<file path="config.mk">
export PLATFORM = sky130hd
export DESIGN_NAME = fencei_controller
export DESIGN_NICKNAME = d
export VERILOG_FILES = /design/src/rtl/riscv_defines.sv /design/src/rtl/fencei_inval_walker.sv /design/src/rtl/fencei_controller.sv
export SDC_FILE = /design/constraint.sdc
export NUM_CORES = 1
export LEC_CHECK = 0
export BUFFER_PORTS_ARGS = -buffer_cell sky130_fd_sc_hd__buf_2
export CORE_AREA = 2 2 83 85
export DETAILED_ROUTE_END_ITERATION = 10
export DIE_AREA = 0 0 85 87
export PLACE_DENSITY = 0.68
export SETUP_SLACK_MARGIN = 0.4
export SYNTH_ARGS = -nofsm -noshare
export SYNTH_HDL_FRONTEND = slang
export SYNTH_SLANG_ARGS = --single-unit
</file>
<file path="constraint.sdc">
create_clock -name clk -period 2.8 [get_ports clk]
set_clock_uncertainty 0.05 [all_clocks]
set_input_delay 0.84 -clock clk [delete_from_list [all_inputs] [get_ports clk]]
set_output_delay 0.84 -clock clk [all_outputs]
set_load 0.005 [all_outputs]
</file>
<file path="src/rtl/riscv_defines.sv">
// Shared definitions for the FENCE.I sequencing logic.
//   fencei_state_t : controller states (WB only reachable with FENCEI_DCACHE_WB_EN)
//   FENCEI_PC_STEP : distance from the FENCE.I to the instruction fetched after it
package riscv_defines;

  typedef enum logic [2:0] {
    IDLE     = 3'd0,
    DRAIN    = 3'd1,
    WB       = 3'd2,
    INVAL    = 3'd3,
    REDIRECT = 3'd4
  } fencei_state_t;

  localparam logic [31:0] FENCEI_PC_STEP = 32'd4;

endpackage

</file>
<file path="src/rtl/fencei_inval_walker.sv">
// Walks every I-cache line index through a valid/ready invalidate handshake.
// Ports:
//   clk, rst_n : clock, asynchronous active-low reset
//   start      : begin a walk at index 0 (valid rises the next cycle)
//   ready      : I-cache accepts the current invalidate
//   valid      : invalidate request, held until the last line is accepted
//   idx        : line index, stable while valid && !ready
//   last_done  : handshake of the final line happens this cycle
module fencei_inval_walker
  import riscv_defines::*;
#(
  parameter int unsigned ICACHE_LINES = 64,
  parameter int unsigned IDX_W        = $clog2(ICACHE_LINES)
) (
  input  logic             clk,
  input  logic             rst_n,
  input  logic             start,
  input  logic             ready,
  output logic             valid,
  output logic [IDX_W-1:0] idx,
  output logic             last_done
);

  localparam logic [IDX_W-1:0] LastIdx = IDX_W'(ICACHE_LINES - 1);

  logic             r_active;
  logic [IDX_W-1:0] r_idx;
  logic             w_hs;

  assign w_hs = r_active & ready;

  // The index wraps naturally to 0 after the last line (power-of-two line count).
  always_ff @(posedge clk or negedge rst_n) begin
    if (!rst_n) begin
      r_active <= 1'b0;
      r_idx    <= '0;
    end else if (start) begin
      r_active <= 1'b1;
      r_idx    <= '0;
    end else if (w_hs) begin
      r_idx <= r_idx + 1'b1;
      if (r_idx == LastIdx) begin
        r_active <= 1'b0;
      end
    end
  end

  assign valid     = r_active;
  assign idx       = r_idx;
  assign last_done = w_hs & (r_idx == LastIdx);

endmodule

</file>
<file path="src/rtl/fencei_controller.sv">
// FENCE.I side-effect sequencer: drains the store buffer, optionally writes back
// the D-cache, invalidates every I-cache line, then redirects fetch to pc + 4.
// Optional feature macro: FENCEI_DCACHE_WB_EN (adds the WB state).
// Ports:
//   clk, rst_n                     : clock, asynchronous active-low reset
//   fencei_valid, fencei_pc        : FENCE.I request pulse and its PC
//   kill                           : flush, honoured only in DRAIN and WB
//   sb_empty                       : store buffer is empty
//   dc_wb_req / dc_wb_done         : D-cache writeback request / completion pulse
//   ic_inv_valid/idx/ready         : I-cache invalidate handshake
//   stall, busy                    : pipeline hold, controller active
//   redirect_valid, redirect_pc    : one-cycle fetch redirect
module fencei_controller
  import riscv_defines::*;
#(
  parameter int unsigned ICACHE_LINES = 64,
  parameter int unsigned IDX_W        = $clog2(ICACHE_LINES)
) (
  input  logic             clk,
  input  logic             rst_n,
  input  logic             fencei_valid,
  input  logic [31:0]      fencei_pc,
  input  logic             kill,
  input  logic             sb_empty,
  output logic             dc_wb_req,
  input  logic             dc_wb_done,
  output logic             ic_inv_valid,
  output logic [IDX_W-1:0] ic_inv_idx,
  input  logic             ic_inv_ready,
  output logic             stall,
  output logic             redirect_valid,
  output logic [31:0]      redirect_pc,
  output logic             busy
);

  fencei_state_t    r_state;
  fencei_state_t    w_state_d;
  logic [31:0]      r_pc;
  logic             w_accept;
  logic             w_start;
  logic             w_last_done;
  logic             w_inv_valid;
  logic [IDX_W-1:0] w_inv_idx;

`ifndef FENCEI_DCACHE_WB_EN
  logic w_unused_dc_wb_done;
  assign w_unused_dc_wb_done = dc_wb_done;
`endif

  assign w_accept = (r_state == IDLE) & fencei_valid;

  always_ff @(posedge clk or negedge rst_n) begin
    if (!rst_n) begin
      r_state <= IDLE;
      r_pc    <= '0;
    end else begin
      r_state <= w_state_d;
      if (w_accept) begin
        r_pc <= fencei_pc;
      end
    end
  end

  always_comb begin
    w_state_d      = r_state;
    w_start        = 1'b0;
    stall          = w_accept | (r_state != IDLE);
    busy           = (r_state != IDLE);
    redirect_valid = 1'b0;
    redirect_pc    = '0;
    dc_wb_req      = 1'b0;
    unique case (r_state)
      IDLE: begin
        if (fencei_valid) w_state_d = DRAIN;
      end
      DRAIN: begin
        if (kill) begin
          w_state_d = IDLE;
        end else if (sb_empty) begin
`ifdef FENCEI_DCACHE_WB_EN
          w_state_d = WB;
`else
          w_state_d = INVAL;
          w_start   = 1'b1;
`endif
        end
      end
      WB: begin
`ifdef FENCEI_DCACHE_WB_EN
        dc_wb_req = 1'b1;
        if (kill) begin
          w_state_d = IDLE;
        end else if (dc_wb_done) begin
          w_state_d = INVAL;
          w_start   = 1'b1;
        end
`else
        w_state_d = IDLE;
`endif
      end
      INVAL: begin
        if (w_last_done) w_state_d = REDIRECT;
      end
      REDIRECT: begin
        redirect_valid = 1'b1;
        redirect_pc    = r_pc + FENCEI_PC_STEP;
        w_state_d      = IDLE;
      end
      default: w_state_d = IDLE;
    endcase
  end

  fencei_inval_walker #(
    .ICACHE_LINES(ICACHE_LINES),
    .IDX_W       (IDX_W)
  ) u_walker (
    .clk      (clk),
    .rst_n    (rst_n),
    .start    (w_start),
    .ready    (ic_inv_ready),
    .valid    (w_inv_valid),
    .idx      (w_inv_idx),
    .last_done(w_last_done)
  );

  assign ic_inv_valid = w_inv_valid;
  assign ic_inv_idx   = w_inv_idx;

endmodule

</file>
## After elaboration in Yosys (flattened, before gate mapping)

Index checks and enable logic that the tools add are counted.

| word-level totals | value |
|---|---|
| flip-flop bits (word level) | 42 |
| bits of input ports | 39 |
| output and inout port bits | 43 |
| logic and storage cells | 38 |

| cells by class | value |
|---|---|
| add/sub/neg operators | 2 |
| equal/unequal tests | 7 |
| muxes and demuxes | 15 |
| bitwise operators | 4 |
| reductions and logical operators | 6 |

Operator list:

| operator | count |
|---|---|
| adder 32 x 3 -> 32 bit, second input constant | 1 |
| two-way mux 32 bit | 1 |
| two-way mux 3 bit | 4 |
| two-way mux 6 bit | 2 |
| case mux 3 bit (3 select lines) | 1 |
| two-way mux 1 bit | 7 |
| adder 6 x 1 -> 6 bit, second input constant | 1 |
| == test 6 bit, second input constant | 1 |
| nonzero test 2 bit | 2 |
| AND 1 bit | 3 |
| == test 3 x 1 -> 1 bit, second input constant | 1 |
| == test 3 x 2 -> 1 bit, second input constant | 1 |
| == test 3 bit, second input constant | 1 |
| zero test 3 bit | 1 |
| != test 3 bit, second input constant | 1 |
| AND reduction 3 bit | 1 |
| nonzero test 3 bit | 1 |
| != test 2 x 1 -> 1 bit, second input constant | 1 |
| != test 2 bit, second input constant | 1 |
| AND reduction 2 bit | 1 |
| bitwise OR 1 bit | 1 |

## Longest topological paths before layout

Gate-level depths: netlist of the first run.

| depth | value |
|---|---|
| word-level depth | 5 |
| depth in mapped cells | 6 |
| gate-level depth less buffers | 5 |

## Cells and area by module

From an unflattened synthesis of the first run, not the netlist that was laid out.

| unflattened totals | value |
|---|---|
| cells, all modules | 260 |
| area, all modules | 2523.7 µm² |

By module, submodules not included:

| module | instances | cells an instance | area each (µm²) | sequential area each (µm²) |
|---|---|---|---|---|
| fencei_controller | 1 | 226 | 2195.9 | 875.8 |
| fencei_inval_walker | 1 | 34 | 327.8 | 175.2 |

## Worst setup path after synthesis of the first run

Ideal clock, no wire load.

| timing | value |
|---|---|
| path kind | reg-to-output |
| start | reg r_pc[2] |
| end | out redirect_pc[26] |
| arrival time | 1749 ps |
| data required time | 1910 ps |
| setup slack | 161 ps |
| cell stages (with the launch flop) | 7 |
| buffers on the path | 1 |
| cells stage by stage | dfrtp_1 > ha_1 > nand2_1 > or3_1 > buf_2 > or4_1 > a21oi_1 |

| between the ends | value |
|---|---|
| longest elaborated chain between the ends | 2 |

Ends and longest elaborated chain:

| item | RTL line | source |
|---|---|---|
| start, declared | fencei_controller.sv:38 | `logic [31:0] r_pc;` |
| start signal, assigned | fencei_controller.sv:59 | `r_pc <= fencei_pc;` |
| adder 32 x 3 -> 32 bit | fencei_controller.sv:106 | `redirect_pc = r_pc + FENCEI_PC_STEP;` |
| two-way mux 32 bit | fencei_controller.sv:72 | `unique case (r_state)` |
| end, declared | fencei_controller.sv:32 | `output logic [31:0] redirect_pc,` |

No other way between the ends.

## Worst setup path after layout of the first run

| timing | value |
|---|---|
| start | reg r_pc[3] |
| end | out redirect_pc[24] |

Same word-level chain as after synthesis.

==> results of run 1 <==
area by class of cell:
class / count / share of cell area
clock buffer: 8 / 0.0291
tap: 80 / 0.0264
timing repair buffer: 127 / 0.219
sequential: 42 / 0.279
multi-input combinational: 192 / 0.440
inverter: 7 / 0.00760
kinds of logic (layout without fill, tap and decap cells):
family | Yosys count | count (layout)
simple gates | 105 | 105
flops | 42 | 42
mux | 29 | 29
compound gates | 37 | 37
other cells | 1 | 1
fa+ha+maj | 2 | 2
buf+inv | 19 | 142
xor+xnor | 18 | 18
sequential cells by signal, summed over array words and instances (netlist names):
| signal | cells |
|---|---|
| r_state | 3 |
| u_walker.idx | 6 |
| r_pc | 32 |
| u_walker.valid | 1 |
synthesized netlist by cell type, types with 6 or more instances:
library cell / instances / area share
xnor2_1: 10 / 0.036
mux2_2: 27 / 0.12
xor2_1: 8 / 0.029
inv_1: 7 / 0.011
nand4_1: 7 / 0.018
and2_1: 6 / 0.015
nand2_1: 17 / 0.026
o21ai_0: 8 / 0.016
or3_1: 6 / 0.015
o31ai_1: 10 / 0.031
dfrtp_1: 42 / 0.43
nand3_1: 13 / 0.027
or4_1: 11 / 0.034
nor2_1: 22 / 0.034
a21oi_1: 15 / 0.031
where the power goes:
group | switching, uW | internal, uW
Combinational | 700 | 856
Clock | 207 | 249
Sequential | 333 | 889
worst max path at each step:
stage | from | endpoint | slack (ns) | cells after the start
6_report | r_pc[3]$_DFFE_PN0P_ | redirect_pc[24] | -0.21 | 7
5_1_grt | r_pc[9]$_DFFE_PN0P_ | redirect_pc[24] | -0.29 | 6
4_1_cts | r_pc[2]$_DFFE_PN0P_ | redirect_pc[24] | -0.22 | 7
3_5_place_dp | r_pc[8]$_DFFE_PN0P_ | redirect_pc[29] | 0.04 | 5
3_3_place_gp | r_pc[8]$_DFFE_PN0P_ | redirect_pc[29] | 0.05 | 5
2_1_floorplan | r_pc[5]$_DFFE_PN0P_ | redirect_pc[27] | 0.20 | 5
repair_timing:
item                       4_1_cts  5_1_grt
setup buffers                   15       12
pin swaps                       16       19
cloned                           0        0
gates resized for setup         37       35
hold buffers                     0        0
setup endpoints to repair       28       31
layer usage:
metal,track usage,vias to the layer above,wire length (um)
met5,0,-,0
met2,0.330,55,3460
li1,-,1158,-
met4,0.0592,0,140
met3,0.0474,14,352
met1,0.223,1149,2910
stage by stage:
step           utilization  cell area [um^2]  setup slack (ns)  hold slack (ns)
2_1_floorplan            -              2570             0.195            0.385
3_3_place_gp         0.478              3140            0.0473            0.413
3_5_place_dp         0.478              3140            0.0360            0.423
4_1_cts              0.539              3540            -0.222            0.378
5_1_grt              0.576              3780            -0.289            0.377
6_report             0.576              3780            -0.206            0.379
worst max-delay path, cell delays in order (launching register included):
cell and delay, ns:
dfrtp_1 0.42, ha_4 0.17, nand2_4 0.06, or3_4 0.39
buf_6 0.16, or4_4 0.41, a21oi_2 0.11, buf_2 0.11
cell usage in the layout (no fill, tap or decap), drive strengths merged, types with 5 or more instances in the layout:
| cell type | count |
|---|---|
| and2 | 6 |
| nand4 | 10 |
| xor2 | 8 |
| a21oi | 15 |
| buf | 127 |
| nand2 | 17 |
| nand3 | 13 |
| o31ai | 10 |
| mux2 | 27 |
| nor4 | 5 |
| o21ai | 8 |
| inv | 7 |
| xnor2 | 10 |
| clkbuf | 8 |
| nor2 | 23 |
| or3 | 6 |
| dfrtp | 42 |
| or4 | 12 |
==> flow_metrics.tcl, run 1 <==
set metrics [dict create \
    status "finished with violations" \
    violations "negative setup slack" \
    synth_top_family_by_area "simple AND/OR/NAND/NOR gates" \
    core-area_mm2 0.00657 \
    vias 2376 \
    die_area_mm2 0.00740 \
    max_freq_mhz 333 \
    num_rows 30 \
    period_needed_ns 3.01 \
    ir_drop_v 0.000536 \
    clkLatencyLatePin_ns 0.29 \
    yosys_warnings 0 \
    slew_violations 0 \
    synth_edf_count 0 \
    layout-drive-gt1-share 0.588 \
    fin_nets 416 \
    htreeDepth 2 \
    synthDistinctLibCells 36 \
    p_leak_uw 0.00172 \
    dominantRegCellSynth "dfrtp_1" \
    end_kind "primary output" \
    totalPowerFinal_uw 3230 \
    async_flop_share 1.00 \
    synth-simple-area-share 0.236 \
    dr.pass1.iters 4 \
    synthAdderAreaFrac 0.0102 \
    rr_worst_depth 4 \
    critPathMaxFanout 7 \
    r2r_setup_slack_ns 0.90 \
    routed_wl_um 6860 \
    drv_cap 0 \
    p_per_area_mw_per_mm2 854 \
    drtAntennaViolNets 0 \
    die_w_um 85 \
    cts_root_buffer "clkbuf_8" \
    grt_pass1_wl_um 11100 \
    seq_area_mm2 0.00105 \
    cts_tree "yes" \
    r2r-end "r_pc[11]$_DFFE_PN0P_" \
    start_kind "register" \
    antenna_found_initial 0 \
    cts_sinks 42 \
    drtIter0Drc 93 \
    track_usage 0.187 \
    period_share 1.07 \
    diodes 0 \
    synthXorXnorAreaFrac 0.0643 \
    clk_pin_slew_ns 0.08 \
    synth-compound-area-share 0.0908 \
    io_buffers 79 \
    setup_viol 16 \
    final_hold_viol_count 0 \
    syn_avg_cell_area_um2 9.69 \
    avgRoutedWirePerCell_um 15.1 \
    drc 0 \
    avgViaCountPerCell 5.21 \
    yosys_register_bits 42 \
    worstPathArrival_ns 2.12 \
    cts_buffer_depth 2 \
    die_y_um 87 \
    grt_overflow 0 \
    required_ns 1.91 \
    crit_type "register to primary output" \
    hp-class "primary input to asynchronous set/reset pin" \
    netlist_area_mm2 0.00245 \
    cts-buffers-inserted 5 \
    synthToLayoutAreaGrowth_pct 54.3 \
    synth_nets 294 \
    dp.cells 421 \
    syn_inst 253 \
    finalWorstSetupSlack_ns -0.206 \
    final_cells 456 \
    ios 82 \
    grt_max_degree 38 \
    initial_core_util 0.373 \
    synth.mux.area_fraction 0.132 \
    rsz0062_at_grt "true" \
    ys_seq_area_frac 0.429 \
    setup_tns_ns -1.81 \
    grt_pass1_vias 2371 \
    crit-reg2reg-launch "r_state[0]$_DFFE_PN0P_" \
    finalWeightedCongestion 0.814 \
    dp_hpwl_um 4540 \
    nFillCells 572 \
    multi_input_area_mm2 0.00166 \
]
(Power assumes the default switching activity.)
==> run 2, diff against run 1 <==
--- a/config.mk
+++ b/config.mk
@@ -6,11 +6,11 @@
 export NUM_CORES = 1
 export LEC_CHECK = 0
 export BUFFER_PORTS_ARGS = -buffer_cell sky130_fd_sc_hd__buf_2
-export CORE_AREA = 2 2 83 85
+export CORE_AREA = 2 2 73 75
 export DETAILED_ROUTE_END_ITERATION = 10
-export DIE_AREA = 0 0 85 87
-export PLACE_DENSITY = 0.68
-export SETUP_SLACK_MARGIN = 0.4
+export DIE_AREA = 0 0 75 77
+export PLACE_DENSITY = 0.83
+export SETUP_SLACK_MARGIN = 0.5
 export SYNTH_ARGS = -nofsm -noshare
 export SYNTH_HDL_FRONTEND = slang
 export SYNTH_SLANG_ARGS = --single-unit
==> run 2 against run 1 <==
Effect of this change:
- the run still ends with negative setup slack left
- critical path type unchanged
- highest routed layer unchanged
- largest power group unchanged
- clock-buffer cell count down 2
- combinational power rose by 12%
- via count rose by 5.8%
- worst setup slack worse by 0.054 ns
- non-clock buffer count grew 5
==> flow_metrics.tcl, run 2 (synthesis results as in run 1) <==
set metrics [dict create \
    status "finished with violations" \
    violations "negative setup slack" \
    drtAntennaViolNets 0 \
    initial_core_util 0.493 \
    synthToLayoutAreaGrowth_pct 58.5 \
    antenna_found_initial 0 \
    cts_buffer_depth 2 \
    core-area_mm2 0.00498 \
    final_common_cell "buf_2" \
    hp-class "primary input to asynchronous set/reset pin" \
    drv_cap 0 \
    avgRoutedWirePerCell_um 16.7 \
    ir_drop_v 0.000525 \
    fin_nets 423 \
    cts_sinks 42 \
    crit_type "register to primary output" \
    clkLatencyLatePin_ns 0.30 \
    nFillCells 333 \
    final_hold_viol_count 0 \
    cts_tree "yes" \
    htreeDepth 2 \
    cts-buffers-inserted 5 \
    final_area_mm2 0.00389 \
    vias 2514 \
    rsz0062_at_grt "true" \
    die_w_um 75 \
    required_ns 1.91 \
    setup_tns_ns -2.87 \
    switchingPower_uw 1370 \
    largest_reg_flops 32 \
    hold_buffers 0 \
    diodes 0 \
    period_share 1.09 \
    slew_violations 0 \
    final_cells 453 \
    routed_wl_um 7550 \
    end_kind "primary output" \
    clk_pin_slew_ns 0.09 \
    setup_viol 15 \
    grt_max_degree 43 \
    track_usage 0.252 \
    period_needed_ns 3.06 \
    ios 82 \
    die_y_um 77 \
    finish.utilization 0.781 \
    die_area_mm2 0.00578 \
    p_clk_frac 0.122 \
    p_leak_uw 0.00176 \
    max_freq_mhz 327 \
    finalWorstSetupSlack_ns -0.259 \
    finalWeightedCongestion 0.792 \
    place_area_mm2 0.00312 \
    power_frac_seq 0.368 \
    r2r-end "r_pc[11]$_DFFE_PN0P_" \
    p_per_area_mw_per_mm2 880 \
    dp_hpwl_um 4190 \
    grt_overflow 0 \
    cts_root_buffer "clkbuf_8" \
    internal-power_uw 2050 \
    layout_common_cells "buf_2 (73), dfrtp_1 (38), buf_4 (36), mux2_2 (27), nor2_1 (20)" \
    regMostFlops "r_pc" \
    dp.cells 408 \
    pwr-share-comb 0.510 \
    io_buffers 79 \
    crit-reg2reg-launch "r_state[0]$_DFFE_PN0P_" \
    layout-drive-gt1-share 0.616 \
    drtIter0Drc 168 \
    grt_pass1_vias 2341 \
    rr_worst_depth 6 \
    worstPathArrival_ns 2.17 \
    drc 0 \
    avgViaCountPerCell 5.55 \
    start_kind "register" \
    critPathMaxFanout 5 \
    dr.pass1.iters 6 \
    num_rows 26 \
    p_sw_frac 0.400 \
    r2r_setup_slack_ns 0.60 \
    post-place-ws_ns 0.0200 \
    grt_pass1_wl_um 11200 \
]
run 2: worst max-delay path by stage:
| stage | depth (start not counted) | end | start |
|---|---|---|---|
| finish | 5 | redirect_pc[27] | r_pc[13]$_DFFE_PN0P_ |
| CTS | 5 | redirect_pc[27] | r_pc[12]$_DFFE_PN0P_ |
| global placement | 5 | redirect_pc[25] | r_pc[8]$_DFFE_PN0P_ |
| detailed placement | 5 | redirect_pc[25] | r_pc[8]$_DFFE_PN0P_ |
| floorplan | 5 | redirect_pc[27] | r_pc[5]$_DFFE_PN0P_ |
| global route | 5 | redirect_pc[22] | r_pc[18]$_DFFE_PN0P_ |
run 2: repair_timing:
action	in CTS	in global routing
gates cloned	1	1
setup buffers	25	10
endpoints found under the setup margin	31	33
gates resized for setup	40	39
pin swaps	22	27
run 2: power groups by stage:
stage	clock network, uW	logic [uW]	registers (uW)
floorplan	0	727	1170
global placement	0	1060	1180
detailed placement	0	1100	1200
CTS	425	1450	1190
global route	443	1880	1290
finish	416	1750	1260
run 2: critical path, stage by stage, from the launching register on:
cell and delay [ns]:
dfrtp_1 0.46, nand4_4 0.15, or4_4 0.58, or4_4 0.44, a21oi_2 0.13, buf_2 0.12
run 2: layout make-up:
cell class / count / area [um^2] / area share
clock buffers: 6 / 82.6 / 0.0212
clock inverters: 2 / 12.5 / 0.00322
inverters: 7 / 31.3 / 0.00805
multi-input cells: 194 / 1690 / 0.435
flip-flops and latches: 42 / 1060 / 0.272
well taps: 70 / 87.6 / 0.0225
repair buffers: 132 / 925 / 0.238
run 2: per-stage QoR:
step / hold slack [ns] / total power [uW]
6_report: 0.437 / 3420
5_1_grt: 0.463 / 3620
4_1_cts: 0.443 / 3060
3_5_place_dp: 0.420 / 2300
3_3_place_gp: 0.405 / 2240
2_1_floorplan: 0.385 / 1900
run 2: layer usage:
layer	share of wire	GRT usage
met1	0.39	0.316
met2	0.51	0.420
met3	0.065	0.0499
met4	0.037	0.0929
met5	0	0
